<file path="config.mk">
export PLATFORM = sky130hd
export DESIGN_NAME = jtcps1_tilemap_sched_flat
export DESIGN_NICKNAME = d
export VERILOG_FILES = /design/src/rtl/jtcps1_tilemap_sched_if.sv /design/src/rtl/jtcps1_tilemap_sched.sv /design/src/flat_wrapper.sv
export SDC_FILE = /design/constraint.sdc
export NUM_CORES = 1
export LEC_CHECK = 0
export CAP_MARGIN = 20
export CORE_AREA = 4 4 133 135
export CTS_CLUSTER_SIZE = 20
export DETAILED_ROUTE_END_ITERATION = 6
export DIE_AREA = 0 0 137 139
export GPL_ROUTABILITY_DRIVEN = 0
export PLACE_DENSITY = 0.76
export SETUP_SLACK_MARGIN = 0.5
export SLEW_MARGIN = 20
export SYNTH_ARGS = -nofsm -noshare
export SYNTH_HDL_FRONTEND = slang
export SYNTH_SLANG_ARGS = --single-unit
</file>
<file path="constraint.sdc">
create_clock -name clk -period 1.91 [get_ports clk]
set_input_delay 0.382 -clock clk [delete_from_list [all_inputs] [get_ports clk]]
set_output_delay 0.382 -clock clk [all_outputs]
set_load 0.03 [all_outputs]
</file>
<file path="src/rtl/jtcps1_tilemap_sched_if.sv">
// rtl/jtcps1_tilemap_sched_if.sv - engine and shared-memory bus bundle for the tilemap scheduler
//
// Engine side (packed {e2,e1,e0}):
//   eng_start     scheduler -> engine one-hot start pulse
//   eng_done      engine -> scheduler done level
//   eng_vram_*    per-engine VRAM request (addr/cs) and routed ok
//   eng_rom_*     per-engine GFX ROM request (addr/half/cs) and routed ok
//   eng_buf_*     per-engine line-buffer write (addr/data/wr)
// Shared side:
//   vram_*        single VRAM port (addr/cs out, ok in)
//   rom_*         single GFX ROM port (addr/half/cs out, ok in)
//   buf_*         single line-buffer write port, data tagged with layer id
// master modport belongs to the scheduler, slave to engines/memories.
interface jtcps1_tilemap_sched_if;
    logic [2:0]  eng_start;
    logic [2:0]  eng_done;
    logic [68:0] eng_vram_addr;
    logic [2:0]  eng_vram_cs;
    logic [68:0] eng_rom_addr;
    logic [2:0]  eng_rom_half;
    logic [2:0]  eng_rom_cs;
    logic [26:0] eng_buf_addr;
    logic [26:0] eng_buf_data;
    logic [2:0]  eng_buf_wr;
    logic [2:0]  eng_vram_ok;
    logic [2:0]  eng_rom_ok;
    logic [22:0] vram_addr;
    logic        vram_cs;
    logic        vram_ok;
    logic [22:0] rom_addr;
    logic        rom_half;
    logic        rom_cs;
    logic        rom_ok;
    logic [8:0]  buf_addr;
    logic [10:0] buf_data;
    logic        buf_wr;

    modport master (
        output eng_start, eng_vram_ok, eng_rom_ok,
        output vram_addr, vram_cs, rom_addr, rom_half, rom_cs,
        output buf_addr, buf_data, buf_wr,
        input  eng_done, eng_vram_addr, eng_vram_cs, eng_rom_addr, eng_rom_half,
        input  eng_rom_cs, eng_buf_addr, eng_buf_data, eng_buf_wr,
        input  vram_ok, rom_ok
    );

    modport slave (
        input  eng_start, eng_vram_ok, eng_rom_ok,
        input  vram_addr, vram_cs, rom_addr, rom_half, rom_cs,
        input  buf_addr, buf_data, buf_wr,
        output eng_done, eng_vram_addr, eng_vram_cs, eng_rom_addr, eng_rom_half,
        output eng_rom_cs, eng_buf_addr, eng_buf_data, eng_buf_wr,
        output vram_ok, rom_ok
    );
endinterface

</file>
<file path="src/rtl/jtcps1_tilemap_sched.sv">
// rtl/jtcps1_tilemap_sched.sv - per-line sequencer for the three scroll-layer tilemap engines
//
// Ports:
//   clk, rst_n         clock, asynchronous active-low reset
//   i_line_start       one-cycle pulse starting a line
//   i_v, i_layer_en    line number and layer enables, latched on an accepted line_start
//   bus                engine/shared-port bundle (master side)
//   o_v_lat            latched line number
//   o_busy             sequence in progress
//   o_line_done        one-cycle pulse when all layers are handled
//   o_overrun          one-cycle pulse when line_start arrives while not idle
//   o_timeout_flags    sticky per-layer watchdog flags
module jtcps1_tilemap_sched #(
    parameter int TIMEOUT = 1536,
    parameter int CW      = 11
) (
    input  logic                          clk,
    input  logic                          rst_n,
    input  logic                          i_line_start,
    input  logic [8:0]                    i_v,
    input  logic [2:0]                    i_layer_en,
    jtcps1_tilemap_sched_if.master        bus,
    output logic [8:0]                    o_v_lat,
    output logic                          o_busy,
    output logic                          o_line_done,
    output logic                          o_overrun,
    output logic [2:0]                    o_timeout_flags
);
    typedef enum logic [2:0] {
        S_IDLE, S_SEL, S_START, S_ARM, S_WAIT, S_FIN
    } state_t;

    localparam logic [CW-1:0] WD_LAST = CW'(TIMEOUT - 1);

    state_t        r_state;
    state_t        w_next;
    logic [2:0]    r_pending;
    logic [1:0]    r_k;
    logic [1:0]    w_sel_k;
    logic [CW-1:0] r_wdog;
    logic [8:0]    r_v_lat;
    logic [2:0]    r_tflags;
    logic [22:0]   r_vram_addr;
    logic [22:0]   r_rom_addr;
    logic          r_rom_half;
    logic [8:0]    r_buf_addr;
    logic [10:0]   r_buf_data;

    logic          w_active;
    logic          w_done_k;
    logic          w_wd_exp;
    logic [22:0]   w_vaddr [3];
    logic [22:0]   w_raddr [3];
    logic [8:0]    w_baddr [3];
    logic [8:0]    w_bpix  [3];

    always_comb begin
        for (int i = 0; i < 3; i++) begin
            w_vaddr[i] = bus.eng_vram_addr[i*23 +: 23];
            w_raddr[i] = bus.eng_rom_addr[i*23 +: 23];
            w_baddr[i] = bus.eng_buf_addr[i*9 +: 9];
            w_bpix[i]  = bus.eng_buf_data[i*9 +: 9];
        end
    end

    // Lowest-numbered layer still waiting its turn this line.
    always_comb begin
        w_sel_k = 2'd2;
        if (r_pending[0])      w_sel_k = 2'd0;
        else if (r_pending[1]) w_sel_k = 2'd1;
    end

    assign w_active = (r_state == S_START) || (r_state == S_ARM) || (r_state == S_WAIT);
    assign w_done_k = bus.eng_done[r_k];
    assign w_wd_exp = (r_wdog == WD_LAST);

    always_ff @(posedge clk or negedge rst_n) begin
        if (!rst_n) r_state <= S_IDLE;
        else        r_state <= w_next;
    end

    always_comb begin
        w_next = r_state;
        case (r_state)
            S_IDLE:  if (i_line_start) w_next = S_SEL;
            S_SEL:   w_next = (r_pending == 3'b000) ? S_FIN : S_START;
            S_START: w_next = S_ARM;
            S_ARM:   w_next = S_WAIT;
            S_WAIT:  if (w_done_k || w_wd_exp) w_next = S_SEL;
            S_FIN:   w_next = S_IDLE;
            default: w_next = S_IDLE;
        endcase
    end

    always_ff @(posedge clk or negedge rst_n) begin
        if (!rst_n) begin
            r_pending   <= '0;
            r_k         <= '0;
            r_wdog      <= '0;
            r_v_lat     <= '0;
            r_tflags    <= '0;
            r_vram_addr <= '0;
            r_rom_addr  <= '0;
            r_rom_half  <= 1'b0;
            r_buf_addr  <= '0;
            r_buf_data  <= '0;
        end else begin
            case (r_state)
                S_IDLE: begin
                    if (i_line_start) begin
                        r_v_lat   <= i_v;
                        r_pending <= i_layer_en;
                        r_tflags  <= 3'b000;
                    end
                end
                S_SEL:   r_k <= w_sel_k;
                S_START: r_wdog <= '0;
                S_WAIT: begin
                    r_wdog <= r_wdog + CW'(1);
                    if (w_done_k || w_wd_exp) r_pending[r_k] <= 1'b0;
                    // done in the expiry cycle counts as a normal finish
                    if (!w_done_k && w_wd_exp) r_tflags[r_k] <= 1'b1;
                end
                default: ;
            endcase
            // Shared addresses keep the last routed value once the window closes.
            if (w_active) begin
                r_vram_addr <= w_vaddr[r_k];
                r_rom_addr  <= w_raddr[r_k];
                r_rom_half  <= bus.eng_rom_half[r_k];
                r_buf_addr  <= w_baddr[r_k];
                r_buf_data  <= {r_k, w_bpix[r_k]};
            end
        end
    end

    always_comb begin
        o_busy          = (r_state != S_IDLE) && (r_state != S_FIN);
        o_line_done     = (r_state == S_FIN);
        o_overrun       = i_line_start && (r_state != S_IDLE);
        o_v_lat         = r_v_lat;
        o_timeout_flags = r_tflags;
        bus.eng_start   = (r_state == S_START) ? (3'b001 << r_k) : 3'b000;
        // Strobes derive from state only, so reset drops them without a clock.
        bus.vram_cs     = w_active && bus.eng_vram_cs[r_k];
        bus.rom_cs      = w_active && bus.eng_rom_cs[r_k];
        bus.buf_wr      = w_active && bus.eng_buf_wr[r_k];
        bus.vram_addr   = w_active ? w_vaddr[r_k]          : r_vram_addr;
        bus.rom_addr    = w_active ? w_raddr[r_k]          : r_rom_addr;
        bus.rom_half    = w_active ? bus.eng_rom_half[r_k] : r_rom_half;
        bus.buf_addr    = w_active ? w_baddr[r_k]          : r_buf_addr;
        bus.buf_data    = w_active ? {r_k, w_bpix[r_k]}    : r_buf_data;
        bus.eng_vram_ok = (w_active && bus.vram_ok) ? (3'b001 << r_k) : 3'b000;
        bus.eng_rom_ok  = (w_active && bus.rom_ok)  ? (3'b001 << r_k) : 3'b000;
    end
endmodule
</file>
<file path="src/flat_wrapper.sv">
// flat-port wrapper written by rule: the top's interface ports become plain ports
module jtcps1_tilemap_sched_flat 
#(
    parameter int TIMEOUT = 1536,
    parameter int CW      = 11
)
  (clk, rst_n, i_line_start, i_v, i_layer_en, o_v_lat, o_busy, o_line_done, o_overrun, o_timeout_flags, bus_eng_start, bus_eng_vram_ok, bus_eng_rom_ok, bus_vram_addr, bus_vram_cs, bus_rom_addr, bus_rom_half, bus_rom_cs, bus_buf_addr, bus_buf_data, bus_buf_wr, bus_eng_done, bus_eng_vram_addr, bus_eng_vram_cs, bus_eng_rom_addr, bus_eng_rom_half, bus_eng_rom_cs, bus_eng_buf_addr, bus_eng_buf_data, bus_eng_buf_wr, bus_vram_ok, bus_rom_ok);
  jtcps1_tilemap_sched_if bus_i ();
  input  logic clk;
  input  logic rst_n;
  input  logic i_line_start;
  input  logic [8:0] i_v;
  input  logic [2:0] i_layer_en;
  output logic [8:0] o_v_lat;
  output logic o_busy;
  output logic o_line_done;
  output logic o_overrun;
  output logic [2:0] o_timeout_flags;
  output wire logic [$bits(bus_i.eng_start)-1:0] bus_eng_start;
  output wire logic [$bits(bus_i.eng_vram_ok)-1:0] bus_eng_vram_ok;
  output wire logic [$bits(bus_i.eng_rom_ok)-1:0] bus_eng_rom_ok;
  output wire logic [$bits(bus_i.vram_addr)-1:0] bus_vram_addr;
  output wire logic [$bits(bus_i.vram_cs)-1:0] bus_vram_cs;
  output wire logic [$bits(bus_i.rom_addr)-1:0] bus_rom_addr;
  output wire logic [$bits(bus_i.rom_half)-1:0] bus_rom_half;
  output wire logic [$bits(bus_i.rom_cs)-1:0] bus_rom_cs;
  output wire logic [$bits(bus_i.buf_addr)-1:0] bus_buf_addr;
  output wire logic [$bits(bus_i.buf_data)-1:0] bus_buf_data;
  output wire logic [$bits(bus_i.buf_wr)-1:0] bus_buf_wr;
  input wire logic [$bits(bus_i.eng_done)-1:0] bus_eng_done;
  input wire logic [$bits(bus_i.eng_vram_addr)-1:0] bus_eng_vram_addr;
  input wire logic [$bits(bus_i.eng_vram_cs)-1:0] bus_eng_vram_cs;
  input wire logic [$bits(bus_i.eng_rom_addr)-1:0] bus_eng_rom_addr;
  input wire logic [$bits(bus_i.eng_rom_half)-1:0] bus_eng_rom_half;
  input wire logic [$bits(bus_i.eng_rom_cs)-1:0] bus_eng_rom_cs;
  input wire logic [$bits(bus_i.eng_buf_addr)-1:0] bus_eng_buf_addr;
  input wire logic [$bits(bus_i.eng_buf_data)-1:0] bus_eng_buf_data;
  input wire logic [$bits(bus_i.eng_buf_wr)-1:0] bus_eng_buf_wr;
  input wire logic [$bits(bus_i.vram_ok)-1:0] bus_vram_ok;
  input wire logic [$bits(bus_i.rom_ok)-1:0] bus_rom_ok;
  assign bus_eng_start = bus_i.eng_start;
  assign bus_eng_vram_ok = bus_i.eng_vram_ok;
  assign bus_eng_rom_ok = bus_i.eng_rom_ok;
  assign bus_vram_addr = bus_i.vram_addr;
  assign bus_vram_cs = bus_i.vram_cs;
  assign bus_rom_addr = bus_i.rom_addr;
  assign bus_rom_half = bus_i.rom_half;
  assign bus_rom_cs = bus_i.rom_cs;
  assign bus_buf_addr = bus_i.buf_addr;
  assign bus_buf_data = bus_i.buf_data;
  assign bus_buf_wr = bus_i.buf_wr;
  assign bus_i.eng_done = bus_eng_done;
  assign bus_i.eng_vram_addr = bus_eng_vram_addr;
  assign bus_i.eng_vram_cs = bus_eng_vram_cs;
  assign bus_i.eng_rom_addr = bus_eng_rom_addr;
  assign bus_i.eng_rom_half = bus_eng_rom_half;
  assign bus_i.eng_rom_cs = bus_eng_rom_cs;
  assign bus_i.eng_buf_addr = bus_eng_buf_addr;
  assign bus_i.eng_buf_data = bus_eng_buf_data;
  assign bus_i.eng_buf_wr = bus_eng_buf_wr;
  assign bus_i.vram_ok = bus_vram_ok;
  assign bus_i.rom_ok = bus_rom_ok;
  jtcps1_tilemap_sched #(.TIMEOUT(TIMEOUT), .CW(CW)) u_core (.clk(clk), .rst_n(rst_n), .i_line_start(i_line_start), .i_v(i_v), .i_layer_en(i_layer_en), .bus(bus_i), .o_v_lat(o_v_lat), .o_busy(o_busy), .o_line_done(o_line_done), .o_overrun(o_overrun), .o_timeout_flags(o_timeout_flags));
endmodule
</file>
==> results.sh <==
export IMPL_outcome="finished, violations left"
export IMPL_violations="negative hold slack, negative setup slack"
export IMPL_n_antenna_cell=0
export IMPL_path_buf_inv=4
export IMPL_hold_ws_ps=-12.2
export IMPL_wire_per_inst_um=19.6
export IMPL_clk_latency_ps=350
export IMPL_synthTopCellsByArea="dfrtp_1, mux2i_1, nor2_1"
export IMPL_worst_ep_arrival_time_ps=2060
export IMPL_power_share_clock_pct=9.1
export IMPL_fin_util_pct=74.4
export IMPL_seq_area_frac_synth_pct=43.0
export IMPL_cts_tree="done"
export IMPL_synth_top_area_share_pct=43.0
export IMPL_dpl_cell_area_mm2=0.0100
export IMPL_path_cells="or3b_4 > o21ai_4 > buf_6 > buf_12 > buf_12 > nor2_4 > a21oi_4 > buf_6"
export IMPL_p_per_area_mw_per_mm2=1950
export IMPL_power_total_mw=23.9
export IMPL_seq_power_share_pct=14.8
export IMPL_track_usage_pct=23.3
export IMPL_final_cell_area_mm2=0.0122
export IMPL_grt_pass1_vias=6578
export IMPL_dp_hpwl_um=15700
export IMPL_placed_cells=1180
export IMPL_drt_total_wl_um=25100
export IMPL_synth_distinct_cells=41
export IMPL_grt_pass1_wl_um=34700
export IMPL_finalNetCount=1282
export IMPL_pwr_share_comb_pct=76.1
export IMPL_finalHoldViolCount=7
export IMPL_synth_nets=831
export IMPL_min_period_ps=2440
export IMPL_start_kind="register"
export IMPL_cts_clk_slew_worst_paths_ps=70
export IMPL_setup_viol=96
export IMPL_syn_inst=606
export IMPL_ctsHtreeMaxLevel=3
export IMPL_ant_nets=0
export IMPL_fin_setup_tns_ps=-37490
export IMPL_drt_pass1_iter_count=4
export IMPL_coreArea_mm2=0.0165
export IMPL_num_rows=47
export IMPL_vias_per_cell=5.00
export IMPL_drv_slew=0
export IMPL_vias=6409
export IMPL_cp_end_kind="output pin"
export IMPL_ctsHoldBuffers=0
export IMPL_drt_initial_drc_count=322
export IMPL_io_pins=318
export IMPL_yosysTopAreaCell="dfrtp_1"
export IMPL_cp_required_ps=1530
export IMPL_dp_slack_ps=-180
export IMPL_min_period_over_period_pct=128
export IMPL_swShare_pct=45.0
export IMPL_drc=0
export IMPL_grt_overflow_total=0
export IMPL_fp_dieH_um=139
export IMPL_min_delay_path_class="in2async"
export IMPL_clock_skew_ps=4.46
export IMPL_clock_sinks=98
export IMPL_fmax_ghz=0.409
export IMPL_drive_gt1_share_pct=43.2
export IMPL_fin_cells=1282
export IMPL_irDropWorstVdd_mv=1.51
export IMPL_cap_violations=0
export IMPL_max_stage_delay_ps=420
export IMPL_crit_slowest_cell="or3b_4"
export IMPL_area_growth_syn_to_layout_pct=115
export IMPL_ys_warn_count=0
export IMPL_critPathMaxFanout=7
export IMPL_rsz0062_at_grt="yes"
export IMPL_setup_ws_ps=-532
export IMPL_cp_top_family="buffers and inverters"
export IMPL_power_switching_mw=10.7
export IMPL_syn_area_mm2=0.00570
export IMPL_tightest_slew_ps=525
export IMPL_dieArea_mm2=0.0190
export IMPL_intPower_mw=13.1
export IMPL_grt_max_degree=41
export IMPL_cts_root_buffer="clkbuf_16"
export IMPL_antenna_found_initial=0
export IMPL_avgSynthCellArea_um2=9.40
export IMPL_criticalPathCategory="reg2out"
export IMPL_initial_core_util_pct=34.6
export IMPL_numCtsBuffers=9
export IMPL_clk_path_buf_depth=2
export IMPL_die_w_um=137
export IMPL_io_buffer_count=317
export IMPL_relSlewSlack_pct=65.0
export IMPL_synth_seq_cells=98
export IMPL_p_leak_nw=5.06
[cells by family (layout without fill, tap and decap cells)]
logic type	count (synthesis)	count (layout)	synth area share, %
AOI/OAI and AO/OA	175	175	20.7
xor gates and xnor gates	1	1	0.154
adders and majority gates	1	1	0.220
buffers and inverters	53	509	6.85
DFF	98	98	43.0
muxes	81	81	14.4
and+or+nand+nor	197	197	14.6
[path summary, 6_finish.rpt]
path	start	end	slack (ps)	cells after the start
setup / recovery	u_core.r_state[0]	bus_rom_addr[4]	-530	8
hold / removal	rst_n	u_core.o_v_lat[4]	-10	1
setup reg to reg	u_core.r_state[2]	u_core.o_v_lat[5]	-70	11
hold reg to reg	u_core.r_wdog[6]	u_core.r_wdog[6]	490	1
max in group asynchronous	rst_n	u_core.r_wdog[9]	1280	2
min in group clk	u_core.r_wdog[6]	u_core.r_wdog[6]	490	1
[metal layers]
metal	up-vias	track usage (%)	part of all wire, %	routed length, µm
met5	-	0	0	0
li1	3013	-	-	-
met3	61	4.86	6.7	1690
met4	0	10.8	3.5	885
met2	257	42.4	54	13500
met1	3078	25.4	36	8970
[timing repair]
action | CTS | global route
setup buffers | 36 | 34
gates cloned | 11 | 5
setup endpoints to repair | 189 | 186
pin swaps | 13 | 24
gates resized for setup | 199 | 121
[cell type report]
class / instances / area [µm²]
fill: 1098 / 4220
clock inverter: 5 / 100
timing repair buffer: 487 / 5220
sequential: 98 / 2460
inverter: 6 / 26.3
tap: 220 / 275
multi-input combinational: 455 / 3920
clock buffer: 11 / 253
[flip-flops by register name (all words and copies together) (netlist names)]
signal,count
u_core.r_rom_half,1
u_core.r_buf_data,11
u_core.r_k,2
u_core.r_wdog,11
u_core.r_state,3
u_core.o_timeout_flags,3
u_core.r_rom_addr,23
u_core.r_pending,3
u_core.r_vram_addr,23
u_core.o_v_lat,9
u_core.r_buf_addr,9
[cells in the mapped netlist, drive strengths merged]
master and count:
o21ai 12, o21bai 1, and2 5, or3b 1
ha 1, a21boi 1, clkbuf 18, o21a 2
nor3b 1, o31ai 4, nand3 7, nor2 143
mux2 10, dfrtp 98, nand2b 1, nand4b 1
inv 6, xnor2 1, nand4 2, o211ai 4
nand2 20, mux2i 71, a31o 1, a31oi 2
o221ai 4, buf 29, o41ai 1, and3 8
a22o 4, a21oi 138, o311ai 1, nor3 3
nor2b 5
[cell usage in the layout, fill, tap and decap left out, drive strengths merged, types with 3 or more instances in the layout]
master,n
clkbuf,16
nor2,143
mux2i,71
a21oi,138
clkdlybuf4s50,222
o21ai,12
nand2,20
buf,259
inv,5
mux2,10
and2,5
o221ai,4
a22o,4
nand3,7
nor3,3
o31ai,4
dfrtp,98
o211ai,4
nor2b,5
bufinv,3
and3,8
[worst register-to-register path, delay by kind of cell (launching register included)]
kind,cells,cell delay (ps)
AND/OR/NAND/NOR,1,70
multiplexers,1,270
flip-flops,1,390
buffers and inverters,9,1140
[power groups by stage]
stage                     logic, mW  clock network (mW)  registers, mW
after floorplan                8.74                   0           3.47
after global placement         13.4                   0           3.34
after detailed placement       13.5                   0           3.38
after CTS                      16.4                2.20           3.42
after global routing           19.1                2.31           3.59
final                          18.2                2.17           3.52
No activity file was read; power rests on OpenSTA's default activity.
